File: src/rtl/audio_pingpong_ctrl.sv
// ---------------------------------------------------------------------------
// audio_pingpong_ctrl
//
// Keeps the two-half (ping-pong) sample buffer ahead of the I2S player. The
// controller requests a block of HALF_WORDS samples from the upstream source,
// streams it into the free half of the buffer RAM, and tracks which halves
// hold fresh data. The player's buffer-empty / buffer-select strobes come
// from the BCLK domain and are resynchronised here.
//
// Optional feature (compile-time macro AUDIO_PINGPONG_WDOG_EN):
//   source inactivity watchdog. While requesting or filling, WDOG_CYCLES
//   consecutive cycles without a transfer abort the block, return to IDLE
//   and raise the sticky wdog_err_o. Without the macro wdog_err_o is 0 and
//   FILL waits for the source indefinitely.
//
// Ports
//   clk, reset_n        master_clock, synchronous active-low reset
//   play_i, stop_i      single-cycle start / abort commands
//   src_req_o           one-cycle pulse: request one HALF_WORDS block
//   src_abort_o         one-cycle pulse: abandon the outstanding block
//   src_valid_i/_data_i source word handshake (word moves on valid & ready)
//   src_ready_o         controller accepts a word (high only in FILL)
//   ram_we_o/_waddr_o/_wdata_o  buffer RAM write port, waddr MSB = half
//   player_empty_i/_sel_i       player status, BCLK domain
//   player_filled_o     buffer-filled indication for the selected half
//   busy_o              controller not IDLE
//   underrun_o          one-cycle pulse per underrun
//   underrun_cnt_o      saturating underrun count
//   wdog_err_o          sticky source-timeout flag
// ---------------------------------------------------------------------------
module audio_pingpong_ctrl #(
  parameter int ADDR_BITS   = 9,
  parameter int HALF_WORDS  = 512,
  parameter int UCNT_W      = 8,
  parameter int WDOG_CYCLES = 1000000
) (
  input  logic                 clk,
  input  logic                 reset_n,
  input  logic                 play_i,
  input  logic                 stop_i,
  output logic                 src_req_o,
  output logic                 src_abort_o,
  input  logic                 src_valid_i,
  input  logic [15:0]          src_data_i,
  output logic                 src_ready_o,
  output logic                 ram_we_o,
  output logic [ADDR_BITS:0]   ram_waddr_o,
  output logic [15:0]          ram_wdata_o,
  input  logic                 player_empty_i,
  input  logic                 player_sel_i,
  output logic                 player_filled_o,
  output logic                 busy_o,
  output logic                 underrun_o,
  output logic [UCNT_W-1:0]    underrun_cnt_o,
  output logic                 wdog_err_o
);

  typedef enum logic [1:0] {
    S_IDLE,
    S_REQ,
    S_FILL,
    S_PLAY
  } state_t;

  localparam logic [ADDR_BITS-1:0] LAST_WORD = ADDR_BITS'(HALF_WORDS - 1);

  state_t               state;
  logic                 half;       // half currently being filled
  logic [ADDR_BITS-1:0] wcnt;       // word index inside that half
  logic [1:0]           full;       // per-half "holds unplayed data"
  logic [1:0]           full_nxt;

  logic empty_meta, empty_s, empty_s_d;
  logic sel_meta, sel_s;

  logic xfer, last_xfer, empty_rise, underrun_hit;
  logic in_fetch, wd_fire, abort_now;

  // -------------------------------------------------------------------------
  // Player status crossing from BCLK: plain 2-flop synchronisers, plus one
  // more stage on empty to find its rising edge.
  // -------------------------------------------------------------------------
  // NOTE: every register is written with <= so all flops sample the values
  // from before the edge; a blocking = here would collapse the synchroniser.
  always_ff @(posedge clk) begin
    if (!reset_n) begin
      empty_meta <= 1'b0;
      empty_s    <= 1'b0;
      empty_s_d  <= 1'b0;
      sel_meta   <= 1'b0;
      sel_s      <= 1'b0;
    end else begin
      empty_meta <= player_empty_i;
      empty_s    <= empty_meta;
      empty_s_d  <= empty_s;
      sel_meta   <= player_sel_i;
      sel_s      <= sel_meta;
    end
  end

  // -------------------------------------------------------------------------
  // Source handshake and RAM write port (combinational pass-through).
  // -------------------------------------------------------------------------
  assign src_ready_o = (state == S_FILL);
  assign xfer        = src_valid_i & src_ready_o;
  assign last_xfer   = xfer & (wcnt == LAST_WORD);

  assign ram_we_o    = xfer;
  assign ram_waddr_o = {half, wcnt};
  assign ram_wdata_o = src_data_i;

  // Player events are meaningless while stopped.
  assign empty_rise   = empty_s & ~empty_s_d & (state != S_IDLE);
  // sel_s already points at the half the player has moved on to.
  assign underrun_hit = empty_rise & ~full[sel_s];

  assign in_fetch = (state == S_REQ) || (state == S_FILL);

  // -------------------------------------------------------------------------
  // Optional source watchdog.
  // -------------------------------------------------------------------------
`ifdef AUDIO_PINGPONG_WDOG_EN
  localparam int WD_W = $clog2(WDOG_CYCLES + 1);

  logic [WD_W-1:0] wd_cnt;

  // Counts idle fetch cycles; any transfer or leaving REQ/FILL restarts it,
  // so it is already 0 on every entry to REQ.
  assign wd_fire = in_fetch & ~xfer & (wd_cnt == WD_W'(WDOG_CYCLES - 1));

  always_ff @(posedge clk) begin
    if (!reset_n) begin
      wd_cnt     <= '0;
      wdog_err_o <= 1'b0;
    end else begin
      if (in_fetch && !xfer && !abort_now) wd_cnt <= wd_cnt + 1'b1;
      else                                  wd_cnt <= '0;

      if (wd_fire)
        wdog_err_o <= 1'b1;
      else if (state == S_IDLE && play_i && !stop_i)
        wdog_err_o <= 1'b0;
    end
  end
`else
  assign wd_fire    = 1'b0;
  assign wdog_err_o = 1'b0;
`endif

  assign abort_now = stop_i | wd_fire;

  // -------------------------------------------------------------------------
  // Next value of the per-half full flags. A half completing on the same
  // cycle the player releases it keeps its set: that data is new.
  // -------------------------------------------------------------------------
  // NOTE: full_nxt gets its default first so no path leaves it unassigned,
  // which would otherwise infer a latch.
  always_comb begin
    full_nxt = full;
    if (empty_rise) full_nxt[~sel_s] = 1'b0;
    if (last_xfer)  full_nxt[half]   = 1'b1;
    if (abort_now)  full_nxt         = 2'b00;
  end

  // -------------------------------------------------------------------------
  // Sequencer with registered outputs.
  // -------------------------------------------------------------------------
  always_ff @(posedge clk) begin
    if (!reset_n) begin
      state           <= S_IDLE;
      half            <= 1'b0;
      wcnt            <= '0;
      full            <= 2'b00;
      src_req_o       <= 1'b0;
      src_abort_o     <= 1'b0;
      player_filled_o <= 1'b0;
      busy_o          <= 1'b0;
      underrun_o      <= 1'b0;
      underrun_cnt_o  <= '0;
    end else begin
      src_req_o       <= 1'b0;
      src_abort_o     <= 1'b0;
      underrun_o      <= 1'b0;
      full            <= full_nxt;
      // full_nxt is all-zero whenever the sequencer is (or is going) idle.
      player_filled_o <= full_nxt[sel_s];

      if (underrun_hit) begin
        underrun_o <= 1'b1;
        if (underrun_cnt_o != '1) underrun_cnt_o <= underrun_cnt_o + 1'b1;
      end

      if (xfer) wcnt <= (wcnt == LAST_WORD) ? '0 : wcnt + 1'b1;

      if (abort_now) begin
        // A word on the stop cycle is still written, but its half is not
        // marked full and the block is abandoned.
        state       <= S_IDLE;
        busy_o      <= 1'b0;
        wcnt        <= '0;
        src_abort_o <= in_fetch;
      end else begin
        unique case (state)
          S_IDLE: begin
            if (play_i) begin
              state     <= S_REQ;
              half      <= 1'b0;
              wcnt      <= '0;
              src_req_o <= 1'b1;
              busy_o    <= 1'b1;
            end
          end
          S_REQ: begin
            state <= S_FILL;
          end
          S_FILL: begin
            if (last_xfer) begin
              if (!full[~half]) begin
                state     <= S_REQ;
                half      <= ~half;
                src_req_o <= 1'b1;
              end else begin
                state <= S_PLAY;
              end
            end
          end
          S_PLAY: begin
            if (!full[0] || !full[1]) begin
              state     <= S_REQ;
              wcnt      <= '0;
              src_req_o <= 1'b1;
              // Both drained: refill the one the player will read first.
              if (!full[0] && !full[1]) half <= sel_s;
              else                      half <= full[0];
            end
          end
          default: state <= S_IDLE;
        endcase
      end
    end
  end

endmodule

File: config.mk
export PLATFORM = sky130hd
export DESIGN_NAME = audio_pingpong_ctrl
export DESIGN_NICKNAME = d
export VERILOG_FILES = /design/src/rtl/audio_pingpong_ctrl.sv
export SDC_FILE = /design/constraint.sdc
export NUM_CORES = 1
export LEC_CHECK = 0
export CAP_MARGIN = 15
export CORE_MARGIN = 5
export CORE_UTILIZATION = 39
export CTS_CLUSTER_DIAMETER = 200
export DETAILED_ROUTE_END_ITERATION = 10
export GPL_TIMING_DRIVEN = 0
export PLACE_DENSITY = 0.76
export SLEW_MARGIN = 30
export SYNTH_ARGS = -nofsm -noshare
export SYNTH_HDL_FRONTEND = slang
export SYNTH_SLANG_ARGS = --single-unit
export TNS_END_PERCENT = 100
File: constraint.sdc
create_clock -name clk -period 2 [get_ports clk]
set_clock_uncertainty 0.15 [all_clocks]
set_input_delay 0.6 -clock clk [delete_from_list [all_inputs] [get_ports clk]]
set_output_delay 0.6 -clock clk [all_outputs]
set_load 0.02 [all_outputs]
==> results.py, run 1 <==
metrics = {
    "finish": {
        "final_common_cell": "dlygate4sd2_1",
        "register_area_um2": 666,
        "antenna_cells": 0,
        "fin_nets": 278,
        "num-fill-cells": 360,
        "stdcell_area_um2": 2460,
        "drive_gt1_frac": 0.280,
        "final_cell_mix": "dlygate4sd2_1, buf_4, dfxtp_1, nor2_1, nand2_1",
        "multi_input_area_um2": 923,
        "final_util": 0.614,
        "area_growth_pct": 52.1,
    },
    "timing": {
        "fin_ws_ns": 0.0450,
        "hold_viol": 0,
        "drv_slew": 0,
        "final-setup-viol-count": 0,
        "fin_crit_ns": 1.95,
        "hold_slack_ns": 0.284,
        "period_share": 0.977,
        "fmaxAchievable_ghz": 0.512,
    },
    "clock_tree": {
        "clkLatencyLatePin_ns": 0.28,
        "cts_tree": "built",
        "cts_buffers": 5,
        "clock-sinks": 32,
        "hold_buffers": 0,
        "clk_pin_slew_ns": 0.06,
        "cts_root_buf": "clkbuf_8",
        "ctsLongestPathBuffers": 2,
        "htree_num_levels": 2,
    },
    "critical_path": {
        "end_kind": "primary output",
        "timing.rr.end": "underrun_cnt_o[1]",
        "cp-startpoint": "busy_o",
        "rrSetupSlack_ns": 0.10,
        "cp_top_family": "buffers and inverters",
        "critPathBufInv": 1,
        "startpoint_type": "flop",
        "crit_cells": 1,
        "crit_arrival_ns": 1.20,
        "r2r_cells": 8,
        "critPathSlowestCell": "clkdlybuf4s50_1",
        "critPathRequiredTime_ns": 1.25,
        "crit_chain": "clkdlybuf4s50_1",
        "crit_type": "flop to primary output",
        "crit_fanout": 2,
        "slowest_delay_ns": 0.60,
        "reg2reg_from": "state[0]",
        "crit_end": "busy_o",
    },
    "floorplan": {
        "num_io_pins": 65,
        "die_w_um": 74.4,
        "die_h_um": 74.4,
        "start_util": 0.404,
        "fp-row-count": 23,
        "dieArea_um2": 5530,
        "core_area_um2": 4000,
    },
    "power": {
        "power.density_nw_per_um2": 547,
        "p_leak_nw": 1.03,
        "irDropWorstVdd_mv": 0.530,
    },
    "route": {
        "wirelength_um": 3880,
        "antenna_left": 0,
        "drt_pass1_iterations": 4,
        "avgRoutedWirePerCell_um": 13.1,
        "drc": 0,
        "via_per_inst": 5.01,
        "vias": 1482,
        "drt_iter0_drc": 30,
    },
    "place": {
        "portBuffers": 47,
        "pre_cts_ws_ns": -0.820,
        "dpl_cell_area_um2": 2150,
        "gp_congestion": 0.805,
        "hpwlAfterDp_um": 2620,
    },
    "yosys": {
        "synth_ff_type": "dfxtp_1",
        "synthesis.nets": 212,
        "synth_warnings": 0,
        "synth_edf_count": 0,
        "syn_area_um2": 1620,
        "yosysSeqAreaShare": 0.397,
        "synth-seq-cells": 32,
        "ys_async_sr_fraction": 0,
        "yosysUniqueCellTypes": 46,
        "synthCells": 180,
        "avgSynthCellArea_um2": 8.97,
    },
    "run": {
        "cap_violations": 0,
    },
    "global_route": {
        "antenna_found_initial": 0,
        "track_usage": 0.139,
        "grt_pass1_wl_um": 5980,
        "grt_max_degree": 11,
        "grt-ovfl-total": 0,
        "first_global_vias": 1390,
    },
    "hold_path": {
        "min_path_type": "flop to flop",
    },
    "status": {
        "status": "finished clean",
    },
}
-- worst min path at each step --
stage                from       to  cells after the start
2_1_floorplan  empty_meta  empty_s                      1
3_3_place_gp   empty_meta  empty_s                      1
3_5_place_dp   empty_meta  empty_s                      1
4_1_cts        empty_meta  empty_s                      1
5_1_grt        empty_meta  empty_s                      1
6_report       empty_meta  empty_s                      1
-- report_power, final --
group	internal [mW]	switching, mW
Combinational	0.0839	0.0797
Clock	0.306	0.226
Sequential	0.641	0.00753
Total	1.03	0.314
-- final cells by class --
type                       count  share of cell area
multi-input combinational    120               0.376
sequential                    32               0.271
timing repair buffer          60               0.215
buffer                        20              0.0611
clock buffer                   7              0.0392
tap                           50              0.0255
inverter                       7              0.0127
-- logic make-up (layout without fill, tap and decap cells) --
group / count (synthesis) / in the layout / synth area share
XOR/XNOR: 6 / 6 / 0.0325
flip-flops: 32 / 32 / 0.397
adder cells (fa/ha/maj): 9 / 9 / 0.0697
AND/OR/NAND/NOR: 66 / 66 / 0.224
other: 1 / 1 / 0.00232
AO/OA/AOI/OAI: 36 / 36 / 0.155
multiplexers: 2 / 2 / 0.0124
buffers and inverters: 28 / 94 / 0.108
-- flip-flops by register name (all words and copies together) (netlist names), 2 cells and up --
name / cells
wcnt: 9
state: 2
full: 2
underrun_cnt_o: 8
-- per-layer routing --
layer  vias up  wire, µm  part of all wire  GRT usage
met5         -         0                 0          0
met4         0        86             0.022     0.0534
met3        10       306             0.079     0.0541
met2        55      1800              0.46      0.221
met1       665      1690              0.44      0.168
li1        752         -                 -          -
-- synthesized netlist by cell type, drive strengths merged, types with 3 or more instances --
cell / count / area share
dfxtp: 32 / 0.40
buf: 19 / 0.087
nor2: 15 / 0.035
nand2: 14 / 0.033
a21oi: 10 / 0.031
ha: 9 / 0.070
o21ai: 7 / 0.022
inv: 6 / 0.014
and2: 5 / 0.019
nand3: 5 / 0.015
and3: 4 / 0.015
nor3: 4 / 0.015
nand2b: 3 / 0.012
nand4: 3 / 0.012
o2111ai: 3 / 0.020
o311ai: 3 / 0.016
o41ai: 3 / 0.016
xnor2: 3 / 0.016
xor2: 3 / 0.016
-- timing repair --
action                     4_1_cts  5_1_grt
setup buffers                    3        9
gates cloned                     0        1
pin swaps                        2        8
resized for setup               60       27
setup endpoints to repair       50       14
-- metrics by stage --
step	power, mW	setup TNS, ns	instances
after floorplan	0.764	-0.00863	180
after global placement	0.830	-4.18	277
after detailed placement	0.831	-4.24	277
after CTS	1.36	-0.0894	286
after global routing	1.41	-0.0250	296
final	1.34	0	296
No activity file was read; power rests on OpenSTA's default activity.
==> inputs of run 2 (changes only) <==
--- a/config.mk
+++ b/config.mk
@@ -10,7 +10,7 @@
 export CORE_UTILIZATION = 39
 export CTS_CLUSTER_DIAMETER = 200
 export DETAILED_ROUTE_END_ITERATION = 10
-export GPL_TIMING_DRIVEN = 0
+export GPL_TIMING_DRIVEN = 1
 export PLACE_DENSITY = 0.76
 export SLEW_MARGIN = 30
 export SYNTH_ARGS = -nofsm -noshare
==> results.py, run 2 (synthesized netlist as in run 1, its figures left out) <==
metrics = {
    "clock_tree": {
        "cts_tree": "built",
        "htree_num_levels": 2,
        "ctsLongestPathBuffers": 2,
        "cts_root_buf": "clkbuf_8",
        "clk_pin_slew_ns": 0.06,
        "hold_buffers": 0,
        "cts_buffers": 5,
        "clkLatencyLatePin_ns": 0.28,
        "clock-sinks": 32,
    },
    "route": {
        "via_per_inst": 5.13,
        "drt_pass1_iterations": 4,
        "drt_iter0_drc": 55,
        "avgRoutedWirePerCell_um": 12.8,
        "drc": 0,
        "wirelength_um": 3550,
        "antenna_left": 0,
        "vias": 1421,
    },
    "timing": {
        "hold_viol": 0,
        "rsz0062_at_grt": "yes",
        "drv_slew": 0,
        "period_share": 0.970,
        "fin_ws_ns": 0.0605,
        "fin_crit_ns": 1.94,
        "tns_ns": 0,
        "fmaxAchievable_ghz": 0.516,
        "final-setup-viol-count": 0,
    },
    "finish": {
        "fin_nets": 258,
        "final_util": 0.553,
        "drive_gt1_frac": 0.238,
        "area_growth_pct": 37.0,
        "final_cell_mix": "buf_4, dfxtp_1, dlygate4sd2_1, nand2_1, nor2_1",
        "top_regs": "wcnt: 9 flops, underrun_cnt_o: 8 flops",
        "largest_reg_flops": 9,
        "final_common_cell": "buf_4",
        "antenna_cells": 0,
        "largest_register": "wcnt",
        "fin_cells": 277,
    },
    "power": {
        "power.density_nw_per_um2": 643,
        "p_seq_frac": 0.458,
        "power_frac_clock": 0.471,
        "irDropWorstVdd_mv": 0.446,
        "fin_total_pwr_mw": 1.42,
        "p_switching_mw": 0.285,
        "switching_share": 0.201,
        "p_leak_nw": 0.964,
        "combPwrFrac": 0.070,
        "p_int_mw": 1.14,
    },
    "hold_path": {
        "holdCritStartpoint": "empty_meta",
        "min_path_type": "flop to flop",
        "whs_path_depth": 1,
        "hold_path_end": "empty_s",
    },
    "critical_path": {
        "r2r_cells": 9,
        "crit_arrival_ns": 1.19,
        "crit_fanout": 5,
        "crit_type": "flop to primary output",
        "critPathRequiredTime_ns": 1.25,
        "end_kind": "primary output",
        "reg2reg_from": "wcnt[3]",
        "startpoint_type": "flop",
        "rrSetupSlack_ns": 0.08,
        "timing.rr.end": "state[0]",
    },
    "place": {
        "gp_congestion": 0.823,
        "portBuffers": 31,
        "hpwlAfterDp_um": 2600,
        "pre_cts_ws_ns": -0.553,
        "place_inst": 265,
    },
    "run": {
        "cap_violations": 0,
    },
    "global_route": {
        "track_usage": 0.140,
        "grt_max_degree": 15,
        "grt-ovfl-total": 0,
        "grt_pass1_wl_um": 5980,
        "antenna_found_initial": 0,
        "first_global_vias": 1351,
    },
    "floorplan": {
        "fp-row-count": 23,
        "num_io_pins": 65,
        "core_area_um2": 4000,
        "die_w_um": 74.4,
        "die_h_um": 74.4,
        "dieArea_um2": 5530,
        "start_util": 0.404,
    },
    "status": {
        "status": "finished clean",
    },
}
[run 2: final cells by class]
| type | count | area [µm²] |
|---|---|---|
| multi-input combinational | 120 | 840 |
| clock inverter | 1 | 30.0 |
| sequential | 32 | 648 |
| inverter | 7 | 26.3 |
| tap | 50 | 62.6 |
| fill | 379 | 1790 |
| timing repair buffer | 60 | 510 |
| clock buffer | 7 | 96.3 |
[run 2: timing repair]
item	in CTS	in global routing
buffers inserted	2	2
pin swaps	1	5
resized for setup	26	18
gates cloned	0	0
setup endpoints to repair	20	24
[run 2: stage by stage]
stage / instance area (µm²) / hold slack, ns
6_report: 2210 / 0.282
5_1_grt: 2210 / 0.301
4_1_cts: 2140 / 0.286
3_5_place_dp: 2030 / 0.272
3_3_place_gp: 2030 / 0.264
2_1_floorplan: 1620 / 0.262
[run 2: per-layer routing]
| layer | vias to the layer above | GRT usage | share of wire |
|---|---|---|---|
| li1 | 712 | - | - |
| met3 | 6 | 0.0459 | 0.082 |
| met5 | - | 0 | 0 |
| met1 | 647 | 0.175 | 0.44 |
| met4 | 0 | 0.0613 | 0.018 |
| met2 | 56 | 0.220 | 0.46 |
[run 2: power groups by stage]
stage	Clock, mW	Sequential, mW	Combinational [mW]
global placement	0	0.667	0.0971
finish	0.671	0.653	0.100
CTS	0.691	0.654	0.0981
floorplan	0	0.671	0.0929
global route	0.723	0.653	0.110
detailed placement	0	0.668	0.0978
[run 2: how the worst max path moves through the flow]
| stage | from | endpoint | slack, ns |
|---|---|---|---|
| 6_report | state[0] | src_ready_o | 0.06 |
| 3_3_place_gp | src_valid_i | ram_we_o | -0.54 |
| 4_1_cts | src_valid_i | ram_we_o | -0.11 |
| 2_1_floorplan | wcnt[1] | half | -0.009 |
| 3_5_place_dp | src_valid_i | ram_we_o | -0.55 |
| 5_1_grt | wcnt[2] | state[0] | -0.05 |
[run 2: worst max-delay path, cell delays in order, from the launching register on]
cell and delay, ns:
dfxtp_2 0.33, inv_1 0.06, ha_1 0.22, buf_4 0.15, buf_2 0.15
